## src/rtl/fifo_param.sv

```systemverilog
// fifo_param: single-clock elastic buffer between datapath producer and consumer.
// Parametrised width/depth, registered status flags that track the post-edge
// occupancy, sticky overflow/underflow, synchronous flush and a read-valid strobe.
module fifo_param #(
  parameter int DATA_WIDTH = 8,
  parameter int ADDR_WIDTH = 3,
  parameter int AF_THRESH  = 6,
  parameter int AE_THRESH  = 2
) (
  input  logic                  clk,
  input  logic                  rst,
  input  logic                  clear,
  input  logic                  wr_en,
  input  logic [DATA_WIDTH-1:0] buf_in,
  input  logic                  rd_en,
  output logic [DATA_WIDTH-1:0] buf_out,
  output logic                  rd_valid,
  output logic                  buf_empty,
  output logic                  buf_full,
  output logic                  almost_empty,
  output logic                  almost_full,
  output logic [ADDR_WIDTH:0]   fifo_counter,
  output logic                  overflow,
  output logic                  underflow
);

  localparam int                DEPTH   = 2 ** ADDR_WIDTH;
  localparam logic [ADDR_WIDTH:0] DEPTH_C = (ADDR_WIDTH + 1)'(DEPTH);
  localparam logic [ADDR_WIDTH:0] AF_C    = (ADDR_WIDTH + 1)'(AF_THRESH);
  localparam logic [ADDR_WIDTH:0] AE_C    = (ADDR_WIDTH + 1)'(AE_THRESH);
  localparam logic [ADDR_WIDTH-1:0] PTR_ONE = (ADDR_WIDTH)'(1);
  localparam logic [ADDR_WIDTH:0]   CNT_ONE = (ADDR_WIDTH + 1)'(1);

  // Storage (not reset: contents survive reset and flush)
  logic [DATA_WIDTH-1:0] mem_q [DEPTH];

  logic [ADDR_WIDTH-1:0] wr_ptr_q, wr_ptr_d;
  logic [ADDR_WIDTH-1:0] rd_ptr_q, rd_ptr_d;
  logic [ADDR_WIDTH:0]   count_q, count_d;
  logic [DATA_WIDTH-1:0] buf_out_q, buf_out_d;
  logic                  rd_valid_q, rd_valid_d;
  logic                  empty_q, empty_d;
  logic                  full_q, full_d;
  logic                  ae_q, ae_d;
  logic                  af_q, af_d;
  logic                  ovf_q, ovf_d;
  logic                  udf_q, udf_d;

  logic                  wr_acc;
  logic                  rd_acc;
  logic                  mem_we;

  // Accept decisions from pre-edge flags; a full FIFO still takes a push when a pop frees a slot
  always_comb begin
    wr_acc = wr_en & (~full_q | rd_en);
    rd_acc = rd_en & ~empty_q;
    // Reset held low must not leak a write into storage
    mem_we = wr_acc & ~clear & rst;
  end

  // Pointer advance; flush returns both pointers to the origin
  always_comb begin
    wr_ptr_d = wr_ptr_q;
    rd_ptr_d = rd_ptr_q;
    if (clear) begin
      wr_ptr_d = '0;
      rd_ptr_d = '0;
    end else begin
      if (wr_acc) wr_ptr_d = wr_ptr_q + PTR_ONE;
      if (rd_acc) rd_ptr_d = rd_ptr_q + PTR_ONE;
    end
  end

  // Occupancy: simultaneous accepted push and pop leave it unchanged
  always_comb begin
    count_d = count_q;
    if (clear) begin
      count_d = '0;
    end else begin
      unique case ({wr_acc, rd_acc})
        2'b10:   count_d = count_q + CNT_ONE;
        2'b01:   count_d = count_q - CNT_ONE;
        default: count_d = count_q;
      endcase
    end
  end

  // Read port: data register only moves on an accepted pop, strobe follows the pop
  always_comb begin
    buf_out_d  = buf_out_q;
    rd_valid_d = 1'b0;
    if (!clear) begin
      rd_valid_d = rd_acc;
      if (rd_acc) buf_out_d = mem_q[rd_ptr_q];
    end
  end

  // Sticky error flags: any rejected request latches until flush or reset
  always_comb begin
    ovf_d = ovf_q;
    udf_d = udf_q;
    if (clear) begin
      ovf_d = 1'b0;
      udf_d = 1'b0;
    end else begin
      if (wr_en && !wr_acc) ovf_d = 1'b1;
      if (rd_en && !rd_acc) udf_d = 1'b1;
    end
  end

  // Status flags derived from the next occupancy so they agree with it after the edge
  always_comb begin
    empty_d = (count_d == '0);
    full_d  = (count_d == DEPTH_C);
    ae_d    = (count_d <= AE_C);
    af_d    = (count_d >= AF_C);
  end

  // Storage write
  always_ff @(posedge clk) begin
    if (mem_we) mem_q[wr_ptr_q] <= buf_in;
  end

  // Control and status state with asynchronous active-low reset
  always_ff @(posedge clk or negedge rst) begin
    if (!rst) begin
      wr_ptr_q   <= '0;
      rd_ptr_q   <= '0;
      count_q    <= '0;
      buf_out_q  <= '0;
      rd_valid_q <= 1'b0;
      empty_q    <= 1'b1;
      full_q     <= 1'b0;
      ae_q       <= 1'b1;
      af_q       <= 1'b0;
      ovf_q      <= 1'b0;
      udf_q      <= 1'b0;
    end else begin
      wr_ptr_q   <= wr_ptr_d;
      rd_ptr_q   <= rd_ptr_d;
      count_q    <= count_d;
      buf_out_q  <= buf_out_d;
      rd_valid_q <= rd_valid_d;
      empty_q    <= empty_d;
      full_q     <= full_d;
      ae_q       <= ae_d;
      af_q       <= af_d;
      ovf_q      <= ovf_d;
      udf_q      <= udf_d;
    end
  end

  assign buf_out      = buf_out_q;
  assign rd_valid     = rd_valid_q;
  assign buf_empty    = empty_q;
  assign buf_full     = full_q;
  assign almost_empty = ae_q;
  assign almost_full  = af_q;
  assign fifo_counter = count_q;
  assign overflow     = ovf_q;
  assign underflow    = udf_q;

endmodule

```

## config.mk

```make
export PLATFORM = sky130hd
export DESIGN_NAME = fifo_param
export DESIGN_NICKNAME = d
export VERILOG_FILES = /design/src/rtl/fifo_param.sv
export SDC_FILE = /design/constraint.sdc
export NUM_CORES = 1
export LEC_CHECK = 0
export BUFFER_PORTS_ARGS = -buffer_cell sky130_fd_sc_hd__buf_2
export CORE_MARGIN = 2
export CORE_UTILIZATION = 53
export DETAILED_ROUTE_END_ITERATION = 8
export GPL_ROUTABILITY_DRIVEN = 0
export HOLD_SLACK_MARGIN = 0.05
export PLACE_DENSITY = 0.72
export SKIP_LAST_GASP = 1
export SLEW_MARGIN = 10
export SYNTH_ARGS = -nofsm -noshare
export SYNTH_HDL_FRONTEND = slang
export SYNTH_SLANG_ARGS = --single-unit
```

## constraint.sdc

```tcl
create_clock -name clk -period 2.2 [get_ports clk]
set_clock_uncertainty 0.15 [all_clocks]
set_input_delay 0.22 -clock clk [delete_from_list [all_inputs] [get_ports clk]]
set_output_delay 0.22 -clock clk [all_outputs]
set_load 0.01 [all_outputs]
```

==> flow_metrics.py, run 1 <==
metrics = {
    "status": {
        "outcome": "finished clean",
    },
    "clocking": {
        "root_buffer": "clkbuf_8",
        "clock_latency_ns": 0.36,
        "cts_sinks": 89,
        "cts_buffers": 9,
        "cts_buffer_depth": 2,
        "path_clk_slew_ns": 0.09,
        "cts_tree": "yes",
        "cts_max_level": 3,
    },
    "floorplanning": {
        "die_y_um": 86.0,
        "initial_core_util_pct": 55.5,
        "die-area_um2": 7400,
        "ios": 32,
        "rows": 29,
        "die_w_um": 86.0,
        "core_area_um2": 6420,
    },
    "setup_path": {
        "worst_setup_path_end_kind": "register",
        "crit_type": "register to register",
        "cp.required_ns": 2.12,
        "crit_arrival_ns": 2.08,
        "cp-start-kind": "register",
        "crit_fanout": 4,
    },
    "synth": {
        "synthesis.nets": 227,
        "synth_flop_cell": "edfxtp_1",
        "ys_ff_latch": 89,
        "syn_inst": 210,
        "synth.avg_cell_area_um2": 17.0,
        "synthDistinctLibCells": 29,
        "synth_edf_count": 64,
        "synthTopCellsByArea": "edfxtp_1 (54%), dfrtp_1 (16%), mux4_2 (10%)",
        "yosysTopAreaCellShare_pct": 53.9,
        "yosys_warnings": 0,
        "yosysTopAreaCell": "edfxtp_1",
        "async_reset_ff_share_pct": 28.1,
        "synth-seq-area-share_pct": 71.5,
        "synth_area_um2": 3570,
    },
    "pwr": {
        "p_sw_w": 0.00114,
        "p_sw_share_pct": 28.0,
        "p_int_w": 0.00292,
        "power_w": 0.00406,
        "irDropWorstVdd_uv": 583,
        "p_leak_nw": 1.60,
        "comb_power_share_pct": 21.8,
        "p_clk_share_pct": 27.4,
        "seq_power_share_pct": 50.8,
        "power.density_nw_per_um2": 935,
    },
    "place": {
        "dp_hpwl_mm": 4.17,
        "io_buffers": 31,
        "placed_cells": 329,
    },
    "layout": {
        "final_core_util_pct": 67.6,
        "drive_above_1_share_pct": 35.7,
        "fin_nets": 295,
        "final_cells": 360,
        "antenna_cells": 0,
        "area_growth_pct": 21.6,
    },
    "timing": {
        "final_hold_viol_count": 0,
        "report.final.slew_viol_count": 0,
        "period_needed_ns": 2.16,
        "setup_viol": 0,
        "slew_headroom_pct": 60.1,
        "fmax_mhz": 463,
        "tightestPinTransition_ns": 0.598,
        "min_period_over_period_pct": 98.1,
        "holdWs_ns": 0.0790,
        "rsz0062_at_grt": "true",
        "tns_ns": 0,
    },
    "drt": {
        "drt_wl_total_mm": 6.55,
        "vias_per_cell": 5.56,
        "route.detailed.drc": 0,
        "drtIter0Drc": 142,
        "wire_per_inst_um": 18.2,
        "route.vias.total": 2000,
        "antenna_left": 0,
        "drtPass1Iterations": 5,
    },
    "grt": {
        "grt_pass1_wl_mm": 9.96,
        "gr-total-overflow": 0,
        "grt_max_degree": 19,
        "grtUsageTotal_pct": 19.0,
        "grt_pass1_vias": 1937,
        "antenna_found_initial": 0,
    },
    "min_path": {
        "holdCritPathClass": "input port to register",
    },
    "run": {
        "max-cap-violations": 0,
    },
}
## timing repair
item	4_1_cts	5_1_grt
endpoints found under the setup margin	2	5
hold endpoints to repair	91	0
hold buffers	12	0
buffers inserted	0	3
resized for setup	1	7
pin swaps	1	3
## critical path: stages (launching register included)
cell      delay, ns
dfrtp_1        0.42
nand2b_1       0.13
nand2_1        0.13
buf_4          0.17
or3_1          0.37
nor3_1         0.28
buf_4          0.22
## sequential cells by signal (all words and copies together) (netlist names)
signal,cells
mem_q,64
buf_out,8
fifo_counter,4
rd_ptr_q,3
wr_ptr_q,3
almost_empty,1
almost_full,1
buf_empty,1
buf_full,1
overflow,1
rd_valid,1
underflow,1
## synthesized netlist by cell type (all sizes together), types with 5 or more instances
| library cell | count |
|---|---|
| dfrtp | 23 |
| xor2 | 6 |
| nand2 | 5 |
| a21oi | 12 |
| nor2 | 25 |
| mux4 | 16 |
| clkbuf | 5 |
| inv | 5 |
| mux2i | 11 |
| edfxtp | 64 |
| nor3 | 7 |
## path summary, 6_finish.rpt
check / startpoint / endpoint / slack, ns / cells after the start
max: buf_full / mem_q[2][7] / 0.04 / 6
min: clear / wr_ptr_q[0] / 0.08 / 3
max reg2reg: buf_full / mem_q[2][7] / 0.04 / 6
min reg2reg: overflow / overflow / 0.35 / 2
max in group asynchronous: rst / almost_empty / 1.23 / 3
min in group asynchronous: rst / buf_out[7] / 0.11 / 2
## placed cells by master, fill, tap and decap left out, types with 2 or more instances in the layout
master,synthesis,routed
mux4_2,16,16
a21oi_2,0,2
clkbuf_8,0,9
or3_1,2,2
nor3_1,6,6
ha_1,4,2
a31oi_1,3,2
buf_2,2,31
a21oi_1,12,10
inv_6,0,2
nand2b_1,2,2
dfrtp_1,23,23
xor2_1,6,5
dfstp_2,2,2
nor2_1,25,24
buf_4,1,22
nand3_1,3,3
mux2i_1,11,11
inv_1,5,5
nand2_1,5,5
edfxtp_1,64,64
dlygate4sd3_1,0,12
xnor2_1,4,3
clkinv_2,0,2
## metal layers
| layer | share of wire, % | GRT usage, % | vias up |
|---|---|---|---|
| li1 | - | - | 935 |
| met1 | 44 | 25.2 | 1006 |
| met2 | 49 | 29.6 | 50 |
| met3 | 5.4 | 5.58 | 9 |
| met4 | 1.8 | 7.79 | 0 |
| met5 | 0 | 0 | - |
## area by class of cell
class | instances | area [um2]
inverters | 5 | 18.8
clock buffers | 10 | 128
multi-input cells | 107 | 1020
well taps | 77 | 96.3
flip-flops and latches | 89 | 2550
clock inverters | 6 | 66.3
repair buffers | 66 | 460
fillers | 445 | 2080
## power by group through the flow
stage | clock, W | combinational (W) | sequential, W
after global placement | 0 | 0.000812 | 0.00208
final | 0.00111 | 0.000884 | 0.00206
after CTS | 0.00114 | 0.000842 | 0.00205
after global routing | 0.00120 | 0.000977 | 0.00208
after floorplan | 0 | 0.000489 | 0.00214
after detailed placement | 0 | 0.000820 | 0.00209
## stage by stage
| step | cell area (um2) | setup slack (ns) |
|---|---|---|
| floorplan | 3580 | 0.00189 |
| CTS | 4270 | 0.0258 |
| global route | 4340 | -0.0929 |
| detailed placement | 3950 | -0.00616 |
| global placement | 3950 | 0.0555 |
| finish | 4340 | 0.0419 |
## cell families after synthesis
| family | count (synthesis) | share of synthesized area, % |
|---|---|---|
| and+or+nand+nor | 47 | 6.52 |
| muxes | 27 | 13.2 |
| xor gates and xnor gates | 10 | 2.46 |
| DFF | 89 | 71.5 |
| AOI/OAI and AO/OA | 19 | 3.30 |
| buffers and inverters | 14 | 1.65 |
| adders and majority gates | 4 | 1.40 |
Note: power is estimated with default switching activity, not from simulation.
==> run 2: changes to the inputs <==
- CORE_UTILIZATION: 53 -> 63
- PLACE_DENSITY: 0.72 -> 0.81
- clock period: 2.2 -> 2.5 ns (I/O delays scaled with it)
==> flow_metrics.py, run 2 (synthesis gave the netlist of run 1 again) <==
metrics = {
    "min_path": {
        "holdPathStages": 2,
        "holdCritPathClass": "input port to register",
        "whs_endpoint": "overflow",
        "worst_hold_startpoint": "clear",
    },
    "floorplanning": {
        "initial_core_util_pct": 65.2,
        "die_y_um": 79.2,
        "ios": 32,
        "core_area_um2": 5470,
        "die-area_um2": 6280,
        "rows": 27,
        "die_w_um": 79.2,
    },
    "setup_path": {
        "crit_fanout": 5,
        "cp-start-kind": "input port",
        "r2r_slack_ns": 0.15,
        "reg2reg_from": "buf_empty",
        "r2r_cells": 8,
        "crit_arrival_ns": 2.60,
        "cp.required_ns": 2.63,
        "r2r-end": "buf_full",
        "crit_type": "input port to register",
        "worst_setup_path_end_kind": "register",
    },
    "layout": {
        "fin_nets": 288,
        "seq_area_um2": 2550,
        "area_growth_pct": 18.7,
        "fillers": 315,
        "final_common_cell": "edfxtp_1",
        "layout_common_cells": "edfxtp_1 (64), buf_2 (31), nor2_1 (24), dfrtp_1 (23), buf_4 (17)",
        "final_core_util_pct": 77.4,
        "final_cell_area_um2": 4230,
        "largest_register_ffs": 64,
        "multi_input_area_um2": 975,
        "largest_register": "mem_q",
        "antenna_cells": 0,
        "drive_above_1_share_pct": 33.0,
    },
    "clocking": {
        "path_clk_slew_ns": 0.09,
        "cts_tree": "yes",
        "cts_sinks": 89,
        "root_buffer": "clkbuf_8",
        "clock_latency_ns": 0.36,
        "cts_max_level": 3,
        "cts_buffers": 9,
        "cts_buffer_depth": 2,
    },
    "pwr": {
        "irDropWorstVdd_uv": 584,
        "power_w": 0.00358,
        "p_leak_nw": 1.56,
        "power.density_nw_per_um2": 846,
    },
    "timing": {
        "min_period_over_period_pct": 98.8,
        "holdWs_ns": 0.133,
        "fmax_mhz": 405,
        "setup_viol": 0,
        "final_hold_viol_count": 0,
        "period_needed_ns": 2.47,
        "tightestPinTransition_ns": 0.591,
        "report.final.slew_viol_count": 0,
        "tns_ns": 0,
        "slew_headroom_pct": 60.6,
    },
    "grt": {
        "antenna_found_initial": 0,
        "grt_max_degree": 26,
        "grt_pass1_vias": 2083,
        "gr-total-overflow": 0,
        "grt_pass1_wl_mm": 10.7,
        "grtUsageTotal_pct": 24.0,
    },
    "drt": {
        "route.vias.total": 2039,
        "vias_per_cell": 5.86,
        "drt_wl_total_mm": 6.79,
        "wire_per_inst_um": 19.5,
        "antenna_left": 0,
        "drtIter0Drc": 133,
        "drtPass1Iterations": 4,
        "route.detailed.drc": 0,
    },
    "run": {
        "max-cap-violations": 0,
    },
    "status": {
        "outcome": "finished clean",
    },
    "place": {
        "io_buffers": 31,
        "placedInstanceArea_um2": 3880,
        "dp_hpwl_mm": 4.22,
    },
}
-- run 2: where the power goes --
part	leakage (nW)	total, W	internal (W)	switching [W]
sequential	0.890	0.00183	0.00172	0.000118
clock	0.103	0.00102	0.000483	0.000534
combinational	0.568	0.000734	0.000359	0.000374
total	1.56	0.00358	0.00256	0.00103
-- run 2: through the flow --
| stage | std cells | worst slack [ns] |
|---|---|---|
| floorplan | 210 | 0.232 |
| global placement | 318 | 0.345 |
| detailed placement | 318 | 0.219 |
| CTS | 345 | 0.0514 |
| global route | 348 | -0.00861 |
| finish | 348 | 0.0293 |
-- run 2: area by class of cell --
cell class / count / area share, %
flip-flops and latches: 89 / 60.2
multi-input cells: 107 / 23.0
repair buffers: 59 / 9.28
clock buffers: 9 / 2.93
well taps: 72 / 2.13
clock inverters: 7 / 1.98
inverters: 5 / 0.443
-- run 2: what timing repair did --
action                     CTS  global route
setup endpoints to repair    0             5
buffers inserted             0             3
resized for setup            0             4
hold endpoints to repair    90             0
hold buffers                11             0
-- run 2: worst max path at each step --
| stage | from | end | slack [ns] | cells after the start |
|---|---|---|---|---|
| 3_5_place_dp | rd_en | almost_empty | 0.22 | 8 |
| 6_report | wr_en | buf_full | 0.03 | 10 |
| 4_1_cts | rd_en | almost_empty | 0.05 | 9 |
| 5_1_grt | wr_en | buf_full | -0.009 | 10 |
| 3_3_place_gp | buf_empty | almost_full | 0.35 | 6 |
| 2_1_floorplan | buf_empty | almost_full | 0.23 | 7 |
-- run 2: critical path, cell delays in order --
cell and delay [ns]:
dlygate4sd3_1 0.53, buf_2 0.16, nor3b_4 0.25, xor2_1 0.11, ha_1 0.22, a21oi_2 0.13, xor2_1 0.25, xnor2_1 0.15
o41ai_2 0.35, nor3b_2 0.21
-- run 2: metal layers --
| metal | vias to the layer above | track usage [%] | part of all wire (%) |
|---|---|---|---|
| met5 | - | 0 | 0 |
| met4 | 0 | 11.9 | 2.5 |
| met3 | 14 | 4.55 | 4.2 |
| met2 | 69 | 40.4 | 53 |
| met1 | 1038 | 30.0 | 40 |
| li1 | 918 | - | - |
==> run 3: changes to the inputs <==
- CELL_PAD_IN_SITES_DETAIL_PLACEMENT: unset -> 1
- CELL_PAD_IN_SITES_GLOBAL_PLACEMENT: unset -> 2
- CORE_UTILIZATION: 63 -> 47
==> flow_metrics.py, run 3 (synthesis gave the netlist of run 1 again) <==
metrics = {
    "status": {
        "outcome": "finished clean",
    },
    "run": {
        "max-cap-violations": 0,
    },
    "floorplanning": {
        "ios": 32,
        "initial_core_util_pct": 48.9,
        "core_area_um2": 7290,
        "die_y_um": 91.1,
        "die_w_um": 91.1,
        "die-area_um2": 8300,
        "rows": 31,
    },
    "clocking": {
        "cts_sinks": 89,
        "cts_buffers": 9,
        "cts_max_level": 3,
        "root_buffer": "clkbuf_8",
        "cts_buffer_depth": 2,
        "clock_latency_ns": 0.36,
        "cts_tree": "yes",
        "path_clk_slew_ns": 0.09,
    },
    "layout": {
        "fillers": 716,
        "final_common_cell": "edfxtp_1",
        "area_growth_pct": 18.4,
        "largest_register_ffs": 64,
        "drive_above_1_share_pct": 31.3,
        "largest_register": "mem_q",
        "layout_common_cells": "edfxtp_1 (64), buf_2 (31), nor2_1 (25), dfrtp_1 (23)",
        "antenna_cells": 0,
        "fin_nets": 287,
    },
    "timing": {
        "period_needed_ns": 2.36,
        "final_hold_viol_count": 0,
        "min_period_over_period_pct": 94.3,
        "report.final.slew_viol_count": 0,
        "slew_headroom_pct": 59.7,
        "fmax_mhz": 424,
        "rsz0062_at_grt": "false",
        "tightestPinTransition_ns": 0.605,
        "holdWs_ns": 0.0810,
        "setup_viol": 0,
        "tns_ns": 0,
    },
    "drt": {
        "wire_per_inst_um": 18.9,
        "drtPass1Iterations": 4,
        "route.vias.total": 1974,
        "vias_per_cell": 5.28,
        "route.detailed.drc": 0,
        "drtIter0Drc": 129,
        "drt_wl_total_mm": 7.05,
        "antenna_left": 0,
    },
    "grt": {
        "antenna_found_initial": 0,
        "grt_pass1_wl_mm": 11.5,
        "grtUsageTotal_pct": 18.8,
        "grt_pass1_vias": 2155,
        "gr-total-overflow": 0,
        "grt_max_degree": 25,
    },
    "setup_path": {
        "crit_arrival_ns": 2.50,
        "crit_type": "input port to register",
        "r2r_slack_ns": 0.32,
        "slowest_delay_ns": 0.54,
        "crit_fanout": 6,
        "cp-start-kind": "input port",
        "crit_chain": "dlygate4sd3_1 -> buf_2 -> nand2b_1 -> nand2_1 -> ha_1 -> buf_4 -> mux2i_1 -> or3_1 -> a31o_2",
        "cp.required_ns": 2.64,
        "worst_setup_path_end_kind": "register",
        "cp_top_family": "buffers and inverters",
        "reg2reg_from": "buf_empty",
        "crit_start": "rd_en",
        "worst_path_max_delay_cell": "dlygate4sd3_1",
        "path_buf_inv": 3,
    },
    "pwr": {
        "p_leak_nw": 1.54,
        "irDropWorstVdd_uv": 458,
        "power.density_nw_per_um2": 815,
    },
    "min_path": {
        "holdCritPathClass": "input port to asynchronous set/reset pin",
    },
    "place": {
        "io_buffers": 31,
        "dp_hpwl_mm": 4.75,
    },
}
run 3: final cells by class:
| cell class | count | area [um2] | share of cell area (%) |
|---|---|---|---|
| flip-flops and latches | 89 | 2550 | 60.4 |
| multi-input cells | 107 | 966 | 22.9 |
| repair buffers | 58 | 385 | 9.12 |
| clock buffers | 10 | 128 | 3.02 |
| well taps | 99 | 124 | 2.93 |
| clock inverters | 6 | 52.6 | 1.24 |
| inverters | 5 | 18.8 | 0.444 |
run 3: path summary, 6_finish.rpt:
kind / depth (start not counted) / to
setup / recovery: 9 / almost_empty
hold / removal: 2 / wr_ptr_q[2]
setup reg to reg: 8 / buf_full
hold reg to reg: 2 / underflow
max in group asynchronous: 3 / almost_empty
min in group clk: 2 / fifo_counter[0]
run 3: worst register-to-register path, cell delays in order (launching register included):
cell and delay, ns:
dfstp_2 0.61, nor3b_4 0.07, xor2_1 0.14, ha_1 0.18, a21oi_1 0.14, xor2_1 0.23
xnor2_1 0.10, o41ai_2 0.25, nor3b_2 0.23
run 3: what timing repair did:
action,in CTS,in global routing
endpoints found under the setup margin,0,5
gates resized for setup,0,1
hold buffers,11,0
endpoints found under the hold margin,89,0
buffers inserted,0,2
run 3: layer usage:
layer	vias up	routed length, um	track usage [%]
met5	-	0	0
met4	0	144	7.95
met3	13	209	2.90
met2	37	3410	29.6
met1	1010	3290	26.2
li1	914	-	-
run 3: report_power, final:
part | internal (W) | leakage, nW | total [W] | switching [W]
sequential | 0.00171 | 0.890 | 0.00181 | 0.0000930
combinational | 0.000348 | 0.566 | 0.000724 | 0.000376
clock | 0.000375 | 0.0850 | 0.000910 | 0.000535
run 3: per-stage QoR:
| stage | setup slack (ns) | area [um2] | std cells | power (W) | util (%) |
|---|---|---|---|---|---|
| after floorplan | 0.232 | 3570 | 210 | 0.00230 | - |
| after global placement | 0.360 | 3910 | 345 | 0.00253 | 53.6 |
| after detailed placement | 0.281 | 3910 | 345 | 0.00256 | 53.6 |
| after CTS | 0.103 | 4200 | 372 | 0.00347 | 57.6 |
| after global routing | 0.00231 | 4220 | 374 | 0.00363 | 57.9 |
| final | 0.143 | 4220 | 374 | 0.00344 | 57.9 |
